[config.mk]
export PLATFORM = sky130hd
export DESIGN_NAME = vx_tex_fetch
export DESIGN_NICKNAME = d
export VERILOG_FILES = /design/src/rtl/vx_tex_fetch.sv
export SDC_FILE = /design/constraint.sdc
export NUM_CORES = 1
export LEC_CHECK = 0
export CELL_PAD_IN_SITES_DETAIL_PLACEMENT = 0
export CELL_PAD_IN_SITES_GLOBAL_PLACEMENT = 2
export CORE_MARGIN = 2
export CORE_UTILIZATION = 24
export DETAILED_ROUTE_END_ITERATION = 16
export PLACE_DENSITY_LB_ADDON = 0.1
export SLEW_MARGIN = 30
export SYNTH_ARGS = -nofsm -noshare
export SYNTH_HDL_FRONTEND = slang
export SYNTH_SLANG_ARGS = --single-unit
[constraint.sdc]
create_clock -name clk -period 1.7 [get_ports clk]
set_clock_uncertainty 0.05 [all_clocks]
set_input_delay 0.34 -clock clk [delete_from_list [all_inputs] [get_ports clk]]
set_output_delay 0.34 -clock clk [all_outputs]
set_load 0.05 [all_outputs]
[src/rtl/vx_tex_fetch.sv]
`timescale 1ns/1ps
`default_nettype none
// ============================================================================
// Module   : vx_tex_fetch
// Purpose  : Texel gather stage. Latches one warp-wide request carrying four
//            texel byte addresses per lane, issues up to four memory reads
//            (tags 0..3), collects out-of-order responses, byte-aligns each
//            word and presents the quad of texels per lane to the sampler.
// Options  : TEX_FETCH_DEDUP_EN - skip quad indices whose active-lane word
//            addresses repeat the previous index (alias instead of re-read).
// Revision : 1.0 - initial release
// ============================================================================
`ifndef TEX_FORMAT_BITS
`define TEX_FORMAT_BITS 3
`endif
`ifndef TEX_BLEND_FRAC
`define TEX_BLEND_FRAC 8
`endif

module vx_tex_fetch #(
    parameter int CORE_ID   = 0,
    parameter int REQ_INFOW = 1,
    parameter int NUM_REQS  = 1
) (
    input  logic                                          clk,
    input  logic                                          reset,
    input  logic                                          req_valid,
    input  logic [NUM_REQS-1:0]                           req_tmask,
    input  logic [`TEX_FORMAT_BITS-1:0]                   req_format,
    input  logic [NUM_REQS-1:0][1:0][`TEX_BLEND_FRAC-1:0] req_blends,
    input  logic [NUM_REQS-1:0][3:0][31:0]                req_addr,
    input  logic [REQ_INFOW-1:0]                          req_info,
    output logic                                          req_ready,
    output logic                                          mem_req_valid,
    output logic [NUM_REQS-1:0]                           mem_req_mask,
    output logic [NUM_REQS-1:0][29:0]                     mem_req_addr,
    output logic [1:0]                                    mem_req_tag,
    input  logic                                          mem_req_ready,
    input  logic                                          mem_rsp_valid,
    input  logic [NUM_REQS-1:0][31:0]                     mem_rsp_data,
    input  logic [1:0]                                    mem_rsp_tag,
    output logic                                          mem_rsp_ready,
    output logic                                          rsp_valid,
    output logic [NUM_REQS-1:0]                           rsp_tmask,
    output logic [`TEX_FORMAT_BITS-1:0]                   rsp_format,
    output logic [NUM_REQS-1:0][1:0][`TEX_BLEND_FRAC-1:0] rsp_blends,
    output logic [NUM_REQS-1:0][3:0][31:0]                rsp_data,
    output logic [REQ_INFOW-1:0]                          rsp_info,
    input  logic                                          rsp_ready
);

    typedef enum logic [1:0] {
        IDLE   = 2'd0,
        ISSUE  = 2'd1,
        WAIT   = 2'd2,
        OUTPUT = 2'd3
    } state_t;

    state_t                                        r_state, w_state_next;
    logic [NUM_REQS-1:0]                           r_tmask;
    logic [`TEX_FORMAT_BITS-1:0]                   r_format;
    logic [NUM_REQS-1:0][1:0][`TEX_BLEND_FRAC-1:0] r_blends;
    logic [NUM_REQS-1:0][3:0][31:0]                r_addr;
    logic [REQ_INFOW-1:0]                          r_info;
    logic [3:0][NUM_REQS-1:0][31:0]                r_slot;
    logic [1:0]                                    r_q;
    logic [3:0]                                    r_received;
    logic                                          r_flush;

    logic       w_accept;
    logic       w_adv;
    logic       w_skip;
    logic       w_tag_free;
    logic       w_rsp_new;
    logic       w_done;
    logic       w_proto_err;
    logic [3:0] w_rcv_next;
    logic [3:0][1:0] w_src;

    assign w_accept   = (r_state == IDLE) && req_valid;
    assign w_adv      = (r_state == ISSUE) && (w_skip || mem_req_ready);
    assign w_rsp_new  = mem_rsp_valid && (r_state != IDLE) && w_tag_free;
    assign w_rcv_next = r_received | (w_rsp_new ? (4'b0001 << mem_rsp_tag) : 4'b0000);

`ifdef TEX_FETCH_DEDUP_EN
    logic [3:0] r_alias;
    logic [3:0] w_alias_next;
    logic [3:0] w_eff;

    assign w_tag_free   = !r_received[mem_rsp_tag] && !r_alias[mem_rsp_tag];
    assign w_alias_next = r_alias | (w_skip ? (4'b0001 << r_q) : 4'b0000);

    // Skip index q when every active lane reads the same word as index q-1
    always_comb begin
        w_skip = (r_state == ISSUE) && (r_q != 2'd0);
        for (int i = 0; i < NUM_REQS; i++) begin
            if (r_tmask[i] && (r_addr[i][r_q][31:2] != r_addr[i][r_q - 2'd1][31:2]))
                w_skip = 1'b0;
        end
    end

    // Alias chains resolve to the nearest real slot; aliases complete with their source
    always_comb begin
        w_eff    = '0;
        w_src    = '0;
        w_eff[0] = w_rcv_next[0];
        for (int j = 1; j < 4; j++) begin
            w_eff[j] = w_alias_next[j] ? w_eff[j-1] : w_rcv_next[j];
            w_src[j] = r_alias[j] ? w_src[j-1] : 2'(j);
        end
        w_done = &w_eff;
    end

    // Alias bookkeeping, cleared for every new request
    always_ff @(posedge clk) begin
        if (reset)
            r_alias <= '0;
        else if (w_accept)
            r_alias <= '0;
        else if (w_skip)
            r_alias[r_q] <= 1'b1;
    end
`else
    assign w_tag_free = !r_received[mem_rsp_tag];
    assign w_skip     = 1'b0;

    // Every quad index owns its slot; completion needs all four responses
    always_comb begin
        w_src = '0;
        for (int j = 0; j < 4; j++)
            w_src[j] = 2'(j);
        w_done = &w_rcv_next;
    end
`endif

    // State register
    always_ff @(posedge clk) begin
        if (reset)
            r_state <= IDLE;
        else
            r_state <= w_state_next;
    end

    // Next-state and handshake outputs
    always_comb begin
        w_state_next  = r_state;
        req_ready     = 1'b0;
        mem_req_valid = 1'b0;
        rsp_valid     = 1'b0;
        case (r_state)
            IDLE: begin
                req_ready = 1'b1;
                if (req_valid)
                    w_state_next = ISSUE;
            end
            ISSUE: begin
                mem_req_valid = !w_skip;
                if (w_adv && (r_q == 2'd3))
                    w_state_next = w_done ? OUTPUT : WAIT;
            end
            WAIT: begin
                if (w_done)
                    w_state_next = OUTPUT;
            end
            OUTPUT: begin
                rsp_valid = 1'b1;
                if (rsp_ready)
                    w_state_next = IDLE;
            end
            default: w_state_next = IDLE;
        endcase
    end

    // Request latch, issue index, response slots and received mask
    always_ff @(posedge clk) begin
        if (reset) begin
            r_tmask    <= '0;
            r_format   <= '0;
            r_blends   <= '0;
            r_addr     <= '0;
            r_info     <= '0;
            r_slot     <= '0;
            r_q        <= '0;
            r_received <= '0;
            r_flush    <= 1'b1;
        end else if (w_accept) begin
            r_tmask    <= req_tmask;
            r_format   <= req_format;
            r_blends   <= req_blends;
            r_addr     <= req_addr;
            r_info     <= req_info;
            r_q        <= '0;
            r_received <= '0;
            r_flush    <= 1'b0;
        end else begin
            if (w_adv)
                r_q <= r_q + 2'd1;
            if (w_rsp_new) begin
                r_received[mem_rsp_tag] <= 1'b1;
                r_slot[mem_rsp_tag]     <= mem_rsp_data;
            end
        end
    end

    // Memory request payload for the current quad index
    always_comb begin
        mem_req_addr = '0;
        for (int i = 0; i < NUM_REQS; i++)
            mem_req_addr[i] = r_addr[i][r_q][31:2];
    end

    assign mem_req_mask  = r_tmask;
    assign mem_req_tag   = r_q;
    assign mem_rsp_ready = 1'b1;
    assign rsp_tmask     = r_tmask;
    assign rsp_format    = r_format;
    assign rsp_blends    = r_blends;
    assign rsp_info      = r_info;

    // Byte-align each texel; inactive lanes and non-output states read zero
    always_comb begin
        rsp_data = '0;
        if (r_state == OUTPUT) begin
            for (int i = 0; i < NUM_REQS; i++) begin
                for (int j = 0; j < 4; j++) begin
                    if (r_tmask[i])
                        rsp_data[i][j] = r_slot[w_src[j]][i] >> {r_addr[i][j][1:0], 3'b000};
                end
            end
        end
    end

    // Duplicate tags, or responses in IDLE after a completed request, break protocol
    assign w_proto_err = mem_rsp_valid &&
                         (((r_state == IDLE) && !r_flush) || ((r_state != IDLE) && !w_tag_free));

    // Protocol check on the memory response channel
    always_ff @(posedge clk) begin
        if (!reset)
            assert (!w_proto_err)
                else $error("vx_tex_fetch core %0d: unexpected memory response tag %0d", CORE_ID, mem_rsp_tag);
    end

endmodule

`default_nettype wire

==> results.md, run 1 <==
- Tot GR Track Use: 0.207
- Combinational fraction of design power: 0.395
- GR Overflow Total: 0
- Synth Area in Simple Gates: 0.242
- DRC viols: 0
- Clk_lat worst skew: 0.56 ns
- CP arrival: slightly above 2 ns
- Final Net Count: around 2400
- Die Ht: 237 µm
- Fmax: 412 MHz
- Commonest cells in the netlist: nand2_1, a21oi_1, dfxtp_1
- Fraction of layout cells with a size suffix above 1: 0.421
- MaxCap Viol Count: 0
- Antenna Violating Nets Remaining: 0
- Clk sinks: 285
- Reg2Reg Depth: 11
- # rows: 85
- DP Area: around 0.021 mm²
- Power per cell area: between 1000 and 1500 mW/mm²
- Final setup margin: -0.729 ns
- Die Span X: around 240 µm
- CTS max path bufs: 3
- Synthesis-to-layout area growth: 98.2%
- Via/cell ratio: 4.73
- Min Tclk post-route: 2.43 ns
- Most used DFF post-synth: dfxtp_1
- Area contributors post-synth: dfxtp_1, nand2_1, a21oi_1
- Synth Area in Compound Gates: 0.162
- Register bit total from synthesis: approximately 290
- Worst setup startpoint: r_state[1]
- First-pass DRT Iterations: 5
- TritonCTS Buffers: 37
- CTS H-tree depth: 2
- PortBufs: 373
- Largest area contributor in the netlist: dfxtp_1
- Status: complete, but fails checks
- FF-to-FF End: r_slot[126]
- Clock share of power: 0.298
- WHS Endpoint: r_addr[27]
- Post-synth EDFFs: 0
- Headroom to the max-slew limit: 0.625
- Most numerous cell in the Yosys netlist: nand2_1
- Mux contribution to synthesized area: 0.102
- Internal: 17.1 mW
- Clock root buffer: clkbuf_16
- Power Total: 26.0 mW
- Adder-cell share of the synthesized area: 0.00481
- Failing checks: setup timing
- Critical Path RT: 1.31 ns
- Worst-path maximum fanout: 8
- Initial antenna violation count: 6
- Vias: approximately 14000
- DRT iter0 DRCs: approximately 560
- Die ar.: 0.0561 mm²
- Ys Warns: 0
- Vias in the first global route: 13900
- Placer congestion estimate: 0.804
- Hold Crit Depth: 2
- CORE AREA: 0.0537 mm²
- Final WL: 61.5 mm
- Largest net degree at the start of global routing: 59
- Final Hold Fails: 0
- Syn_nets: 1878
- Final Non-Filler Cells: between 2000 and 3000
- Mapped Avg Cell Area: a little under 8 µm²
- Startpoint types: register
- Sequential Power Share: 0.307
- DP Worst Slack: -0.444 ns
- Initial Util: 0.242
- Dpl hpwl: between 40 and 50 mm
- Sw Pwr: about 9 mW
- Fraction of registers with async set/reset: 0
- Count of final max-slew check failures: 0
- Routed WL per cell: slightly above 20 µm
- LEAKAGE: between 9 and 10 nW
- Tightest Pin Transition: 0.559 ns
- CTS tree: done
- Peak VDD IR: 0.708 mV
- Final setup vio count: between 400 and 500
- Post-Syn Instances: between 1500 and 2000
- R2r startpoint: r_state[0]
- Switching Share: 0.344
- Synth cell types: 41
- Synth top area share: 0.438
- Post-synthesis sequential area ratio: 0.438
- Final Instance Area: 0.0258 mm²
- Largest family of logic cells by synthesized area: simple AND/OR/NAND/NOR gates
- Synthesized cell area: 0.0130 mm²
- Critical path type: reg -> out
- Hold_sp: reset
- Placed insts: 2798
- Unrepaired setup endpoints after global routing: yes
- Final period util: 1.43
- IO Count: 375
- Reg clk slew, reported paths: ~0.06 ns
- Reg-to-reg slack, setup: -0.29 ns
- Hold Slack: 0.0796 ns
- First-pass GRT wire length: between 80 and 90 mm
- CP Capture Type: output port
- XOR/XNOR share of the synthesized area: 0.000673
- Hold Crit Class: in -> reg
final cells by class:
| cell class | instances | area (µm²) |
|---|---|---|
| fillers | 5094 | 27900 |
| repair buffers | 665 | 9130 |
| multi-input cells | 1249 | 8840 |
| flip-flops and latches | 285 | 5740 |
| clock buffers | 55 | 1050 |
| well taps | 696 | 871 |
| clock inverters | 9 | 128 |
| inverters | 5 | 23.8 |
| diodes | 4 | 10.0 |
per-layer routing:
| layer | vias up | global-route usage | wire [µm] |
|---|---|---|---|
| li1 | 6752 | - | - |
| met5 | - | 0 | 8 |
| met2 | 329 | 0.373 | 32100 |
| met3 | 77 | 0.0429 | 3330 |
| met1 | 6865 | 0.245 | 24500 |
| met4 | 2 | 0.0667 | 1560 |
power by group through the flow:
stage | sequential [mW] | clock, mW | combinational, mW
floorplan | 8.22 | 0 | 3.99
finish | 7.99 | 7.75 | 10.3
CTS | 7.97 | 7.99 | 8.91
detailed placement | 8.06 | 0 | 7.15
global route | 8.07 | 8.28 | 10.9
global placement | 8.03 | 0 | 7.12
worst max-delay path by stage:
stage | end | slack, ns | depth (start not counted)
final | rsp_data[62] | -0.73 | 6
after global routing | rsp_data[61] | -0.82 | 6
after CTS | rsp_data[62] | -0.79 | 6
after detailed placement | r_slot[67] | -0.44 | 8
after global placement | r_slot[65] | -0.45 | 8
after floorplan | rsp_data[32] | -0.26 | 5
worst max-delay path, cell delays in order, from the launching register on:
cell and delay (ns):
dfxtp_4 0.36, ha_4 0.16, nand2_8 0.10, or2_4 0.26, nor2_4 0.21, and2_4 0.22, buf_12 0.14
logic make-up (layout without fill, tap and decap cells):
logic type	after synthesis	after routing
other cells	1	5
simple gates	761	762
compound gates	385	385
fa+ha+maj	5	5
mux	95	95
buf+inv	151	734
flops	285	285
xor+xnor	1	1
cell usage in the layout (no fill, tap or decap), drive strengths merged, types with 4 or more instances in the layout:
cell	instances
or2	5
a211oi	64
nand2	560
inv	6
mux2i	65
and2	33
nor2	106
diode	4
clkbuf	71
clkinv	5
nor2b	37
nor3	9
buf	460
clkdlybuf4s50	187
a21oi	311
dfxtp	285
ha	5
mux4	30
through the flow:
stage          utilization  TNS (ns)
6_report             0.480   -145.82
5_1_grt              0.480   -180.60
4_1_cts              0.456   -170.08
3_5_place_dp         0.396    -78.28
3_3_place_gp         0.396    -74.78
2_1_floorplan            -    -40.35
registers in the layout, summed over array words and instances (netlist names):
| register | cells |
|---|---|
| r_addr | 128 |
| r_slot | 128 |
| rsp_blends | 16 |
| r_received | 4 |
| rsp_format | 3 |
| mem_req_tag | 2 |
| r_state | 2 |
| mem_req_mask | 1 |
| rsp_info | 1 |
timing repair:
item | CTS | global route
cloned | 26 | 21
setup endpoints to repair | 448 | 448
hold buffers | 0 | 0
gates resized for setup | 239 | 196
pin swaps | 46 | 34
setup buffers | 40 | 23
Note: power is estimated with default switching activity, not from simulation.
==> run 2, diff against run 1 <==
- CORE_MARGIN: 2 -> not set
- SKIP_CTS_REPAIR_TIMING: not set -> 1
- SLEW_MARGIN: 30 -> 10
==> results.md, run 2 (synthesis results as in run 1) <==
- Failing checks: setup timing
- Final setup vio count: 433
- CTS H-tree depth: 2
- Initial Util: 0.245
- Final setup margin: -0.771 ns
- M1 GR Usage: 0.237
- IO Count: 375
- Placed insts: about 2800
- Final WL: approximately 55 mm
- Critical Path RT: 1.31 ns
- Dpl hpwl: approximately 40 mm
- Min Tclk post-route: 2.47 ns
- Routed WL per cell: 19.1 µm
- CTS max path bufs: 3
- Final Net Count: 2342
- DRT iter0 DRCs: 579
- CTS tree: done
- Peak VDD IR: 0.691 mV
- DRC viols: 0
- Antenna Violating Nets Remaining: 0
- Critical path type: reg -> out
- DP Area: 0.0206 mm²
- MaxCap Viol Count: 0
- Placer congestion estimate: 0.814
- Commonest non-fill, non-tap cell in the layout: nand2_1
- CORE AREA: about 0.053 mm²
- Initial antenna violation count: 6
- CP arrival: 2.08 ns
- Layer with the highest usage: met2
- Met3 Usage GRT: 0.0426
- Die Ht: 235 µm
- TritonCTS Buffers: 37
- Via/cell ratio: between 4 and 5
- Final Non-Filler Cells: 2861
- Die Span X: 235 µm
- Worst-path maximum fanout: 9
- Largest net degree at the start of global routing: 45
- Final core utilization: 0.434
- Clk sinks: 285
- PortBufs: around 370
- Final Hold Fails: 0
- Tot GR Track Use: 0.187
- Startpoint types: register
- Clk_lat worst skew: around 0.54 ns
- Hold Slack: 0.126 ns
- Unrepaired setup endpoints after global routing: yes
- Leading cell types in the layout, fill and taps excluded: nand2_1, a21oi_1, dfxtp_1
- Power per cell area: around 1000 mW/mm²
- First-pass DRT Iterations: 5
- Reg clk slew, reported paths: about 0.060 ns
- Vias in the first global route: 13100
- Fraction of layout cells with a size suffix above 1: 0.330
- Hold Crit Class: in -> reg
- Final period util: 1.45
- Filler instances: between 5000 and 6000
- LEAKAGE: 8.10 nW
- Final Instance Area: between 0.02 and 0.025 mm²
- # rows: 84
- GR Overflow Total: 0
- Synthesis-to-layout area growth: 77.1%
- CP Capture Type: output port
- First-pass GRT wire length: roughly 80 mm
- Vias: 13200
- Grt met2 use: 0.321
- Clock root buffer: clkbuf_16
- Status: complete, but fails checks
- Die ar.: around 0.055 mm²
- Fmax: 405 MHz
- Count of final max-slew check failures: 0
-- run 2: cell count changes in the layout (fill, tap and decap cells not counted), moves of 11 or more --
| cell | delta |
|---|---|
| a21oi_1 | +84 |
| buf_12 | -52 |
| buf_16 | -26 |
| nand2_1 | +42 |
| buf_6 | +11 |
| buf_4 | -12 |
| a21oi_2 | -82 |
| nand2_2 | -37 |
-- run 2: critical path: stages, from the launching register on --
cell	delay, ns
dfxtp_4	0.37
ha_4	0.17
nand2_8	0.10
or2_4	0.26
nor2_4	0.24
and2_4	0.24
buf_12	0.14
-- run 2: path summary, 6_finish.rpt --
kind | slack (ns) | to | startpoint | depth (start not counted)
worst max-delay path | -0.77 | rsp_data[58] | r_state[1] | 6
worst min-delay path | 0.13 | r_addr[116] | reset | 2
worst max register to register | -0.30 | r_slot[82] | r_state[0] | 11
worst min register to register | 0.40 | r_slot[68] | r_slot[68] | 2
-- run 2: stage by stage --
step	setup slack [ns]	power, mW	TNS, ns
after floorplan	-0.259	12.2	-40.35
after global placement	-0.457	15.3	-71.41
after detailed placement	-0.494	15.4	-75.76
after CTS	-0.858	22.9	-139.54
after global routing	-0.828	24.5	-175.73
final	-0.771	23.3	-137.37
-- run 2: layer usage --
metal	wire length (µm)	share of wire
met5	67	0.0012
met4	817	0.015
met3	2790	0.051
met2	26700	0.49
met1	24400	0.44
-- run 2: report_power, final --
part / internal [mW] / leakage (nW) / total [mW] / switching, mW
Combinational: 3.46 / 5.22 / 7.89 / 4.43
Clock: 4.40 / 0.557 / 7.40 / 3.01
Sequential: 7.48 / 2.33 / 7.98 / 0.510
Total: 15.3 / 8.10 / 23.3 / 7.95
-- run 2: cell type report --
class | instances | area [µm²] | area share
flip-flops and latches | 285 | 5740 | 0.249
multi-input cells | 1248 | 8210 | 0.356
well taps | 688 | 861 | 0.0373
inverters | 5 | 21.3 | 0.000923
clock buffers | 56 | 1090 | 0.0472
diodes | 1 | 2.50 | 0.000109
clock inverters | 7 | 45.0 | 0.00195
repair buffers | 571 | 7090 | 0.307
